===== src/rtl/draw_rect_if.sv =====
// VGA timing/pixel bundle shared by the draw stages.
// Field widths match the background drawer: 11-bit counters, RGB444.
interface vga_if;
    logic [10:0] vcount;
    logic [10:0] hcount;
    logic        vsync;
    logic        vblnk;
    logic        hsync;
    logic        hblnk;
    logic [11:0] rgb;

    modport in  (input  vcount, hcount, vsync, vblnk, hsync, hblnk, rgb);
    modport out (output vcount, hcount, vsync, vblnk, hsync, hblnk, rgb);
endinterface


===== src/rtl/draw_rect.sv =====
// Paints a solid WIDTH x HEIGHT rectangle over the incoming VGA stream with a fixed 2-cycle latency.
// Optional blinking is enabled by defining DRAW_RECT_BLINK_EN.
module draw_rect #(
    parameter int unsigned WIDTH        = 48,
    parameter int unsigned HEIGHT       = 64,
    parameter logic [11:0] COLOR        = 12'hf_0_f,
    parameter int unsigned BLINK_FRAMES = 30
) (
    input  logic        clk,
    input  logic        rst,
    input  logic [11:0] xpos,
    input  logic [11:0] ypos,
    vga_if.in           vga_in,
    vga_if.out          vga_out
);

    logic [11:0] x_lat;
    logic [11:0] y_lat;
    logic        vblnk_q;
    logic        frame_start;
    logic        visible;

    assign frame_start = !vblnk_q && vga_in.vblnk;

    // Position is captured once per frame on the vblank rising edge.
    always_ff @(posedge clk or negedge rst) begin
        if (!rst) begin
            x_lat   <= '0;
            y_lat   <= '0;
            vblnk_q <= 1'b0;
        end else begin
            vblnk_q <= vga_in.vblnk;
            if (frame_start) begin
                x_lat <= xpos;
                y_lat <= ypos;
            end
        end
    end

`ifdef DRAW_RECT_BLINK_EN
    localparam int unsigned CNT_W = $clog2(BLINK_FRAMES + 1);

    logic [CNT_W-1:0] blink_cnt;

    always_ff @(posedge clk or negedge rst) begin
        if (!rst) begin
            blink_cnt <= '0;
            visible   <= 1'b1;
        end else if (frame_start) begin
            if (blink_cnt == CNT_W'(BLINK_FRAMES - 1)) begin
                blink_cnt <= '0;
                visible   <= ~visible;
            end else begin
                blink_cnt <= blink_cnt + 1'b1;
            end
        end
    end
`else
    assign visible = 1'b1;
`endif

    // 13-bit compare so x_lat+WIDTH never wraps back onto the left edge.
    logic [12:0] h_ext;
    logic [12:0] v_ext;
    logic [12:0] x_beg;
    logic [12:0] y_beg;
    logic [12:0] x_end;
    logic [12:0] y_end;
    logic        in_rect;

    always_comb begin
        h_ext   = {2'b00, vga_in.hcount};
        v_ext   = {2'b00, vga_in.vcount};
        x_beg   = {1'b0, x_lat};
        y_beg   = {1'b0, y_lat};
        x_end   = x_beg + 13'(WIDTH);
        y_end   = y_beg + 13'(HEIGHT);
        in_rect = (h_ext >= x_beg) && (h_ext < x_end) &&
                  (v_ext >= y_beg) && (v_ext < y_end);
    end

    logic [10:0] vcount_d1;
    logic [10:0] hcount_d1;
    logic        vsync_d1;
    logic        vblnk_d1;
    logic        hsync_d1;
    logic        hblnk_d1;
    logic [11:0] rgb_d1;
    logic        in_rect_d1;

    always_ff @(posedge clk or negedge rst) begin
        if (!rst) begin
            vcount_d1  <= '0;
            hcount_d1  <= '0;
            vsync_d1   <= 1'b0;
            vblnk_d1   <= 1'b0;
            hsync_d1   <= 1'b0;
            hblnk_d1   <= 1'b0;
            rgb_d1     <= '0;
            in_rect_d1 <= 1'b0;
        end else begin
            vcount_d1  <= vga_in.vcount;
            hcount_d1  <= vga_in.hcount;
            vsync_d1   <= vga_in.vsync;
            vblnk_d1   <= vga_in.vblnk;
            hsync_d1   <= vga_in.hsync;
            hblnk_d1   <= vga_in.hblnk;
            rgb_d1     <= vga_in.rgb;
            in_rect_d1 <= in_rect;
        end
    end

    logic [10:0] vcount_d2;
    logic [10:0] hcount_d2;
    logic        vsync_d2;
    logic        vblnk_d2;
    logic        hsync_d2;
    logic        hblnk_d2;
    logic [11:0] rgb_d2;
    logic        paint;

    assign paint = in_rect_d1 && !hblnk_d1 && !vblnk_d1 && visible;

    always_ff @(posedge clk or negedge rst) begin
        if (!rst) begin
            vcount_d2 <= '0;
            hcount_d2 <= '0;
            vsync_d2  <= 1'b0;
            vblnk_d2  <= 1'b0;
            hsync_d2  <= 1'b0;
            hblnk_d2  <= 1'b0;
            rgb_d2    <= '0;
        end else begin
            vcount_d2 <= vcount_d1;
            hcount_d2 <= hcount_d1;
            vsync_d2  <= vsync_d1;
            vblnk_d2  <= vblnk_d1;
            hsync_d2  <= hsync_d1;
            hblnk_d2  <= hblnk_d1;
            rgb_d2    <= paint ? COLOR : rgb_d1;
        end
    end

    assign vga_out.vcount = vcount_d2;
    assign vga_out.hcount = hcount_d2;
    assign vga_out.vsync  = vsync_d2;
    assign vga_out.vblnk  = vblnk_d2;
    assign vga_out.hsync  = hsync_d2;
    assign vga_out.hblnk  = hblnk_d2;
    assign vga_out.rgb    = rgb_d2;

endmodule

===== src/flat_wrapper.sv =====
// flat-port wrapper written by rule: the top's interface ports become plain ports
module draw_rect_flat 
#(
    parameter int unsigned WIDTH        = 48,
    parameter int unsigned HEIGHT       = 64,
    parameter logic [11:0] COLOR        = 12'hf_0_f,
    parameter int unsigned BLINK_FRAMES = 30
)
  (clk, rst, xpos, ypos, vga_in_vcount, vga_in_hcount, vga_in_vsync, vga_in_vblnk, vga_in_hsync, vga_in_hblnk, vga_in_rgb, vga_out_vcount, vga_out_hcount, vga_out_vsync, vga_out_vblnk, vga_out_hsync, vga_out_hblnk, vga_out_rgb);
  vga_if vga_in_i ();
  vga_if vga_out_i ();
  input  logic clk;
  input  logic rst;
  input  logic [11:0] xpos;
  input  logic [11:0] ypos;
  input wire logic [$bits(vga_in_i.vcount)-1:0] vga_in_vcount;
  input wire logic [$bits(vga_in_i.hcount)-1:0] vga_in_hcount;
  input wire logic [$bits(vga_in_i.vsync)-1:0] vga_in_vsync;
  input wire logic [$bits(vga_in_i.vblnk)-1:0] vga_in_vblnk;
  input wire logic [$bits(vga_in_i.hsync)-1:0] vga_in_hsync;
  input wire logic [$bits(vga_in_i.hblnk)-1:0] vga_in_hblnk;
  input wire logic [$bits(vga_in_i.rgb)-1:0] vga_in_rgb;
  output wire logic [$bits(vga_out_i.vcount)-1:0] vga_out_vcount;
  output wire logic [$bits(vga_out_i.hcount)-1:0] vga_out_hcount;
  output wire logic [$bits(vga_out_i.vsync)-1:0] vga_out_vsync;
  output wire logic [$bits(vga_out_i.vblnk)-1:0] vga_out_vblnk;
  output wire logic [$bits(vga_out_i.hsync)-1:0] vga_out_hsync;
  output wire logic [$bits(vga_out_i.hblnk)-1:0] vga_out_hblnk;
  output wire logic [$bits(vga_out_i.rgb)-1:0] vga_out_rgb;
  assign vga_in_i.vcount = vga_in_vcount;
  assign vga_in_i.hcount = vga_in_hcount;
  assign vga_in_i.vsync = vga_in_vsync;
  assign vga_in_i.vblnk = vga_in_vblnk;
  assign vga_in_i.hsync = vga_in_hsync;
  assign vga_in_i.hblnk = vga_in_hblnk;
  assign vga_in_i.rgb = vga_in_rgb;
  assign vga_out_vcount = vga_out_i.vcount;
  assign vga_out_hcount = vga_out_i.hcount;
  assign vga_out_vsync = vga_out_i.vsync;
  assign vga_out_vblnk = vga_out_i.vblnk;
  assign vga_out_hsync = vga_out_i.hsync;
  assign vga_out_hblnk = vga_out_i.hblnk;
  assign vga_out_rgb = vga_out_i.rgb;
  draw_rect #(.WIDTH(WIDTH), .HEIGHT(HEIGHT), .COLOR(COLOR), .BLINK_FRAMES(BLINK_FRAMES)) u_core (.clk(clk), .rst(rst), .xpos(xpos), .ypos(ypos), .vga_in(vga_in_i), .vga_out(vga_out_i));
endmodule

===== config.mk =====
export PLATFORM = sky130hd
export DESIGN_NAME = draw_rect_flat
export DESIGN_NICKNAME = d
export VERILOG_FILES = /design/src/rtl/draw_rect_if.sv /design/src/rtl/draw_rect.sv /design/src/flat_wrapper.sv
export SDC_FILE = /design/constraint.sdc
export NUM_CORES = 1
export LEC_CHECK = 0
export ABC_AREA = 1
export BUFFER_PORTS_ARGS = -buffer_cell sky130_fd_sc_hd__buf_2
export CAP_MARGIN = 25
export CORE_ASPECT_RATIO = 0.7
export CORE_MARGIN = 5
export CORE_UTILIZATION = 50
export CTS_CLUSTER_DIAMETER = 80
export DETAILED_ROUTE_END_ITERATION = 10
export PLACE_DENSITY = 0.75
export SYNTH_ARGS = -nofsm -noshare
export SYNTH_HDL_FRONTEND = slang
export SYNTH_SLANG_ARGS = --single-unit

===== constraint.sdc =====
create_clock -name clk -period 5.6 [get_ports clk]
set_input_delay 0.56 -clock clk [delete_from_list [all_inputs] [get_ports clk]]
set_output_delay 0.56 -clock clk [all_outputs]
set_load 0.03 [all_outputs]

==> results_dict.tcl <==
set metrics [dict create \
    status "complete, no violations" \
    core_um2 7905 \
    worstHoldPathType "primary input to async pin" \
    async_flop_share 1.000 \
    io_pins 102 \
    gp_congestion 0.8551 \
    fin_setup_tns_ns 0 \
    maxCapViolations 0 \
    power.leakage_uw 0.002773 \
    die-area_um2 10120 \
    fin_hold_ws_ns 0.2320 \
    drc 0 \
    cts_root_buf "clkbuf_16" \
    area_delta_synth_final_pct 23.30 \
    slew_headroom 0.5783 \
    crit_buf_inv 2 \
    netlist.area_leader.share 0.6177 \
    numCtsBuffers 9 \
    cts_tree "built" \
    period_needed_ns 2.193 \
    syn-num-nets 487 \
    synth_edf_count 0 \
    ys_types 25 \
    crit_fanout 4 \
    clk_latency_ns 0.34 \
    netlist_instances 387 \
    clock.fmax_ghz 0.4560 \
    cts_resized 0 \
    dr.pass1.iters 4 \
    row_count 27 \
    finalCritPeriodShare 0.3916 \
    die_height_um 85.69 \
    synth_top_area_cell "dfrtp_1" \
    cpPeakStageDelay_ns 0.39 \
    worstPathArrival_ns 2.47 \
    start_util 0.5176 \
    grt_max_degree 53 \
    final_util 0.6382 \
    hpwl_um 6334 \
    finalClockSkew_ns 0.004651 \
    cts_hold_buf 0 \
    grt_antenna_before_repair 0 \
    track_usage 0.1776 \
    ant_nets 0 \
    power.density_nw_per_um2 349.4 \
    h-tree-depth 3 \
    path_cells "inv_1 > ha_1 > inv_1 > nand4_1 > o21ai_0 > o21ai_0 > ha_1 > a21oi_1 > nand3b_2 > nand2_1 > nor2_1 > nand2_1 > nor2_2" \
    grt_pass1_wl_um 14350 \
    routedWlPerCell_um 13.93 \
    irDropWorstVdd_uv 239.8 \
    grt_overflow 0 \
    nets 596 \
    synth-main-ff-cell "dfrtp_1" \
    synth_area_leaders "dfrtp_1 (62%), ha_1 (11%), nand2_1 (6.1%)" \
    finalMaxSlewViolations 0 \
    crit_path_top_delay_cell "dfrtp_1" \
    critical_path_class "flip-flop to flip-flop" \
    grt_pass1_vias 3057 \
    drtIter0Drc 221 \
    synth_most_common_cell "dfrtp_1" \
    die_w_um 118.1 \
    synth_common_cells "dfrtp_1 (101), nand2_1 (66), inv_1 (59)" \
    crit_path_start_kind "flip-flop" \
    crit_family "simple AND/OR/NAND/NOR gates" \
    cts_setup_buffers 0 \
    finalSetupViolations 0 \
    syn_avg_cell_area_um2 10.57 \
    tightest_slew_ns 0.6326 \
    hold_violations 0 \
    diodes 0 \
    syn_area_um2 4091 \
    rsz0062_at_grt "false" \
    yosys_warnings 0 \
    cts.clk_slew.worst_paths_ns 0.07 \
    drt_wl_total_um 8387 \
    cts_max_path_buffers 2 \
    clock_sink_count 101 \
    ys_seq_area_frac 0.6177 \
    end_kind "flip-flop" \
    ys_ff_latch 101 \
    vias_per_cell 4.767 \
    drive_above_1_share 0.2535 \
    place_inst 586 \
    final_cells 602 \
    required_ns 5.87 \
    numPortBuffers 101 \
    vias 2870 \
]
[layer usage]
metal  GRT usage  wire length, um
met5           0                0
met4     0.06354              131
met3     0.06922              725
met2      0.2624             3595
met1      0.2400             3934
[flip-flops by register name, summed over array words and instances (netlist names), 11 cells and up]
register and cells:
u_core.hcount_d1 11, u_core.rgb_d1 12, u_core.vcount_d1 11, u_core.vga_out.hcount 11
u_core.vga_out.rgb 12, u_core.vga_out.vcount 11, u_core.x_lat 12, u_core.y_lat 12
[cells by family after synthesis]
| kind of cell | count (synthesis) | synth area share |
|---|---|---|
| simple gates | 131 | 0.1364 |
| flops | 101 | 0.6177 |
| buf+inv | 66 | 0.06116 |
| compound gates | 45 | 0.05627 |
| fa+ha+maj | 36 | 0.1101 |
| xor+xnor | 6 | 0.01284 |
| mux | 2 | 0.005504 |
[report_power, final]
group | switching (uW) | leakage [uW] | internal (uW)
Sequential | 24.5 | 0.00116 | 779
Combinational | 184 | 0.00145 | 109
Clock | 260 | 0.000160 | 405
[through the flow]
| stage | setup slack [ns] | instance area [um^2] | power (uW) |
|---|---|---|---|
| 2_1_floorplan | 3.726 | 4091 | 1003 |
| 3_3_place_gp | 3.620 | 4720 | 1094 |
| 3_5_place_dp | 3.480 | 4720 | 1110 |
| 4_1_cts | 3.468 | 5045 | 1783 |
| 5_1_grt | 3.169 | 5045 | 1865 |
| 6_report | 3.407 | 5045 | 1763 |
[cell type report]
class	count	area (um^2)
fillers	656	2860
flip-flops and latches	101	2527
multi-input cells	220	1314
repair buffers	103	523.0
clock buffers	11	242.7
inverters	61	229.0
well taps	101	126.4
clock inverters	5	82.58
[final timing paths]
| kind | to | slack [ns] | depth (start not counted) | from |
|---|---|---|---|---|
| min in group clk | u_core.vsync_d1$_DFF_PN0_ | 0.32 | 1 | vga_in_vsync |
| min | u_core.rgb_d1[4]$_DFF_PN0_ | 0.23 | 1 | rst |
| max | u_core.in_rect_d1$_DFF_PN0_ | 3.41 | 13 | u_core.x_lat[4]$_DFFE_PN0P_ |
| max in group asynchronous | u_core.y_lat[7]$_DFFE_PN0P_ | 4.29 | 2 | rst |
| min reg2reg | u_core.vga_out.vcount[6]$_DFF_PN0_ | 0.35 | 0 | u_core.vcount_d1[6]$_DFF_PN0_ |
| max reg2reg | u_core.in_rect_d1$_DFF_PN0_ | 3.41 | 13 | u_core.x_lat[4]$_DFFE_PN0P_ |
[cells in the final DEF (no fill, tap or decap), drive strengths merged, types with 3 or more instances in the layout]
cell type	instances
nand3b	3
dfrtp	101
nand3	17
inv	61
a21oi	36
clkbuf	11
o21ai	7
xor2	5
nand2	67
nor2	38
clkinv	3
nand4	4
buf	103
ha	36
[worst reg2reg max path, delay by kind of cell, from the launching register on]
kind | cells | cell delay [ns]
buffers and inverters | 2 | 0.18
AO/OA/AOI/OAI | 3 | 0.45
adder cells (fa/ha/maj) | 2 | 0.56
flip-flops | 1 | 0.39
AND/OR/NAND/NOR | 6 | 0.57
(Power assumes the default switching activity.)
